===== src/rtl/rf_wb_arbiter.sv =====
// Round-robin arbiter for the shared GPR write port, with registered writeback and a per-GPR pending scoreboard.
// Optional conflict counter enabled by defining RF_ARB_PERF_EN.
module rf_wb_arbiter #(
  parameter int NREQ = 3,
  parameter int DW   = 32,
  parameter int AW   = 5
) (
  input  logic                 clk,
  input  logic                 reset,
  input  logic [NREQ-1:0]      req_valid,
  output logic [NREQ-1:0]      req_ready,
  input  logic [NREQ*AW-1:0]   req_wreg,
  input  logic [NREQ*DW-1:0]   req_wdata,
  input  logic                 iss_valid,
  input  logic [AW-1:0]        iss_reg,
  input  logic [AW-1:0]        rs,
  input  logic [AW-1:0]        rt,
  output logic                 rs_busy,
  output logic                 rt_busy,
  output logic                 rf_wen,
  output logic [AW-1:0]        rf_wreg,
  output logic [DW-1:0]        rf_wdata,
  output logic [31:0]          perf_conflict
);

  localparam int PW   = (NREQ > 1) ? $clog2(NREQ) : 1;
  localparam int NGPR = 1 << AW;

  logic [NREQ-1:0][AW-1:0] wreg;
  logic [NREQ-1:0][DW-1:0] wdata;
  logic [PW-1:0]           ptr, gidx, ptr_nxt;
  logic [NREQ-1:0]         grant;
  logic                    found, xfer;
  logic [AW-1:0]           sel_wreg;
  logic [DW-1:0]           sel_wdata;
  logic [NGPR-1:0]         pend, pend_nxt;

  assign wreg  = req_wreg;
  assign wdata = req_wdata;

  // Scan starting at ptr so the last winner drops to lowest priority.
  always_comb begin
    int idx;
    grant = '0;
    gidx  = '0;
    found = 1'b0;
    idx   = 0;
    for (int k = 0; k < NREQ; k++) begin
      idx = int'(ptr) + k;
      if (idx >= NREQ) idx = idx - NREQ;
      if (!found && req_valid[idx]) begin
        found      = 1'b1;
        grant[idx] = 1'b1;
        gidx       = PW'(idx);
      end
    end
  end

  assign xfer      = found & ~reset;
  assign req_ready = reset ? '0 : grant;
  assign sel_wreg  = wreg[gidx];
  assign sel_wdata = wdata[gidx];
  assign ptr_nxt   = (int'(gidx) == NREQ - 1) ? '0 : gidx + 1'b1;

  always_ff @(posedge clk) begin
    if (reset) begin
      ptr      <= '0;
      rf_wen   <= 1'b0;
      rf_wreg  <= '0;
      rf_wdata <= '0;
    end else if (xfer) begin
      ptr      <= ptr_nxt;
      rf_wen   <= (sel_wreg != '0);
      rf_wreg  <= sel_wreg;
      rf_wdata <= sel_wdata;
    end else begin
      rf_wen   <= 1'b0;
    end
  end

  // Set is applied after clear so a same-edge reissue keeps the bit for the new producer.
  always_comb begin
    pend_nxt = pend;
    if (xfer) pend_nxt[sel_wreg] = 1'b0;
    if (iss_valid) pend_nxt[iss_reg] = 1'b1;
    pend_nxt[0] = 1'b0;
  end

  always_ff @(posedge clk) begin
    if (reset) pend <= '0;
    else       pend <= pend_nxt;
  end

  assign rs_busy = (rs != '0) && pend[rs];
  assign rt_busy = (rt != '0) && pend[rt];

`ifdef RF_ARB_PERF_EN
  logic [31:0] conf_cnt;
  logic        multi;

  assign multi = ($countones(req_valid) >= 2);

  always_ff @(posedge clk) begin
    if (reset)                          conf_cnt <= '0;
    else if (multi && conf_cnt != '1)   conf_cnt <= conf_cnt + 32'd1;
  end

  assign perf_conflict = conf_cnt;
`else
  assign perf_conflict = 32'h0;
`endif

endmodule


===== config.mk =====
export PLATFORM = sky130hd
export DESIGN_NAME = rf_wb_arbiter
export DESIGN_NICKNAME = d
export VERILOG_FILES = /design/src/rtl/rf_wb_arbiter.sv
export SDC_FILE = /design/constraint.sdc
export NUM_CORES = 1
export LEC_CHECK = 0
export ABC_AREA = 0
export CELL_PAD_IN_SITES_DETAIL_PLACEMENT = 1
export CELL_PAD_IN_SITES_GLOBAL_PLACEMENT = 1
export CORE_MARGIN = 2
export CORE_UTILIZATION = 31
export DETAILED_ROUTE_END_ITERATION = 12
export PLACE_DENSITY_LB_ADDON = 0.1
export SKIP_CTS_REPAIR_TIMING = 1
export SYNTH_ARGS = -nofsm -noshare
export SYNTH_HDL_FRONTEND = slang
export SYNTH_SLANG_ARGS = --single-unit
export TNS_END_PERCENT = 20

===== constraint.sdc =====
create_clock -name clk -period 4.1 [get_ports clk]
set_clock_uncertainty 0.05 [all_clocks]
set_input_delay 0.82 -clock clk [delete_from_list [all_inputs] [get_ports clk]]
set_output_delay 0.82 -clock clk [all_outputs]
set_load 0.05 [all_outputs]

==> flow_summary_export.csv, run 1 <==
group,metric,value,unit
outcome,outcome,"finished, final reports clean",
sta,rsz0062_at_grt,"no",
final_layout,ff_latch_area,0.001421,mm2
yosys,yosysWarningCount,0,
final_layout,multiInputGateArea,0.002953,mm2
global_routing,track_usage,0.2133,
worst_setup_path,critPathArrivalTime,3060,ps
placement,place_area,0.006461,mm2
run,cap_violations,0,
yosys,synth-seq-cells,71,
die,fp.dieH,127.5,um
sta,layout_min_cycle_time,3935,ps
worst_setup_path,crit_fanout,7,
hold_path,hold_path.class,"flop to flop",
final_layout,layout.nets,836,
yosys,netlist_area,0.004730,mm2
sta,hold_viol,0,
sta,slew_headroom,0.4295,
pwr,leakage,0.002477,uW
cts,root_buffer,"clkbuf_16",
yosys,synth_edf_count,0,
placement,dp_hpwl,13.06,mm
cts,cts_buffers,9,
routing,dr.pass1.iters,4,
die,num_rows,45,
worst_setup_path,endpoint_kind,"output port",
sta,hold_ws,402.9,ps
yosys,syn_avg_cell_area,8.599,um2
routing,drc,0,
pwr,peakVddDrop,303.2,uV
worst_setup_path,worstSetupStartpointType,"input port",
final_layout,final_cell_mix,"clkdlybuf4s50_1 (168), nand2_1 (115), dfxtp_1 (71)",
die,core_area,0.01503,mm2
die,io_pins,207,
sta,fin_crit_sh,0.9596,
cts,tritoncts,"yes",
yosys,netlist_instances,550,
global_routing,grt_pass1_wl,26.94,mm
sta,setup_viol,0,
sta,maxClockFrequency,0.2542,GHz
yosys,ys_seq_area_frac,0.3005,
final_layout,antennaDiodeCount,0,
sta,drv_slew,0,
worst_setup_path,path_class,"input port to output port",
global_routing,first_global_vias,4953,
final_layout,nFillCells,1760,
cts,clockBufferDepth,2,
placement,numPortBuffers,174,
routing,wl,16.91,mm
routing,dr_total_vias,4698,
final_layout,final_area,0.006720,mm2
yosys,synth-main-ff-cell,"dfxtp_1",
die,start_util,0.3146,
pwr,p_per_area,752.5,mW/mm2
global_routing,antenna_found_initial,1,
routing,drt.antenna.violating_nets,0,
global_routing,grt_max_degree,61,
cts,clk_pin_slew,50,ps
cts,cts.htree.levels,3,
die,die-area,0.01626,mm2
worst_setup_path,critPathRequiredTime,3230,ps
yosys,synth.distinct_cells,49,
pwr,power,5057,uW
cts,clk-insertion-delay-late,330,ps
sta,worst_pin_slew,853.8,ps
final_layout,drive_above_1_share,0.1151,
placement,gp_congestion,0.8084,
routing,initialDrtViolationCount,199,
die,die_x,127.5,um
global_routing,gr-total-overflow,0,
routing,route.detailed.wl_per_inst,18.96,um
yosys,synthArstFlopShare,0,
routing,viasPerCell,5.267,
final_layout,final_common_cell,"clkdlybuf4s50_1",
cts,cts_sinks,71,
sta,fin_setup_tns,0,ps
final_layout,area_delta_synth_final,42.09,%
sequential cells by signal (all words and copies together), names as in the netlist:
signal    count
rf_wdata     32
ptr           2
pend         31
rf_wen        1
rf_wreg       5
metal layers:
| layer | global-route usage | share of wire |
|---|---|---|
| met1 | 0.2580 | 0.42 |
| met5 | 0 | 0.00077 |
| met3 | 0.07203 | 0.081 |
| met2 | 0.3608 | 0.49 |
| met4 | 0.06141 | 0.011 |
cells in the mapped netlist, types with 4 or more instances:
| cell type | n | area, um2 |
|---|---|---|
| ha_1 | 4 | 50.05 |
| buf_1 | 4 | 15.01 |
| inv_1 | 4 | 15.01 |
| nand2_1 | 115 | 431.7 |
| nor3_2 | 10 | 100.1 |
| o211ai_1 | 34 | 255.2 |
| o21ai_0 | 5 | 25.02 |
| and3b_1 | 5 | 43.79 |
| a311oi_1 | 30 | 262.8 |
| nor2_1 | 6 | 22.52 |
| buf_4 | 33 | 247.7 |
| a21oi_1 | 68 | 340.3 |
| clkbuf_1 | 31 | 116.4 |
| mux2i_1 | 37 | 370.4 |
| nor3_1 | 7 | 35.03 |
| dfxtp_1 | 71 | 1421 |
| mux4_2 | 18 | 405.4 |
| buf_2 | 10 | 50.05 |
| nor3b_1 | 5 | 37.54 |
| mux2_2 | 8 | 90.09 |
final timing paths:
path	start	slack, ps	to	cells past startpoint
worst min-delay path	rf_wdata[27]	400	rf_wdata[27]	2
worst min register to register	rf_wdata[27]	400	rf_wdata[27]	2
worst max-delay path	rt[0]	170	rt_busy	5
worst max register to register	ptr[0]	810	pend[11]	9
layout make-up:
cell class	count	share of cell area
clock buffer	14	0.03780
multi-input combinational	425	0.4394
timing repair buffer	189	0.2733
sequential	71	0.2115
clock inverter	1	0.0007447
inverter	4	0.002234
tap	188	0.03500
worst max-delay path, cell delays in order:
cell,delay [ps]
clkdlybuf4s50_1,700
mux4_2,570
mux4_2,490
mux2_2,280
buf_4,190
kinds of logic after synthesis:
kind of cell,synth area share
mux,0.1974
fa+ha+maj,0.01058
compound gates,0.2254
buf+inv,0.1011
other cells,0.0007929
simple gates,0.1643
flops,0.3005
power breakdown:
group          leakage (uW)  internal [uW]  switching (uW)
Combinational       0.00177           1190            2150
Clock              0.000127            422             277
Sequential         0.000583            900             118
Total               0.00248           2510            2550
stage by stage:
stage	std cells	utilization	worst slack, ps
6_report	892	0.4470	165.5
5_1_grt	892	0.4470	52.48
4_1_cts	892	0.4470	142.9
3_5_place_dp	877	0.4298	151.5
3_3_place_gp	877	0.4298	213.7
2_1_floorplan	581	-	659.1
(Power assumes the default switching activity.)
==> run 2: changes to the inputs <==
Settings changed: CAP_MARGIN set to 10, GPL_ROUTABILITY_DRIVEN set to 0.
==> results of run 2 <==
Final layout, timing and power as in run 1 (identical DEF).
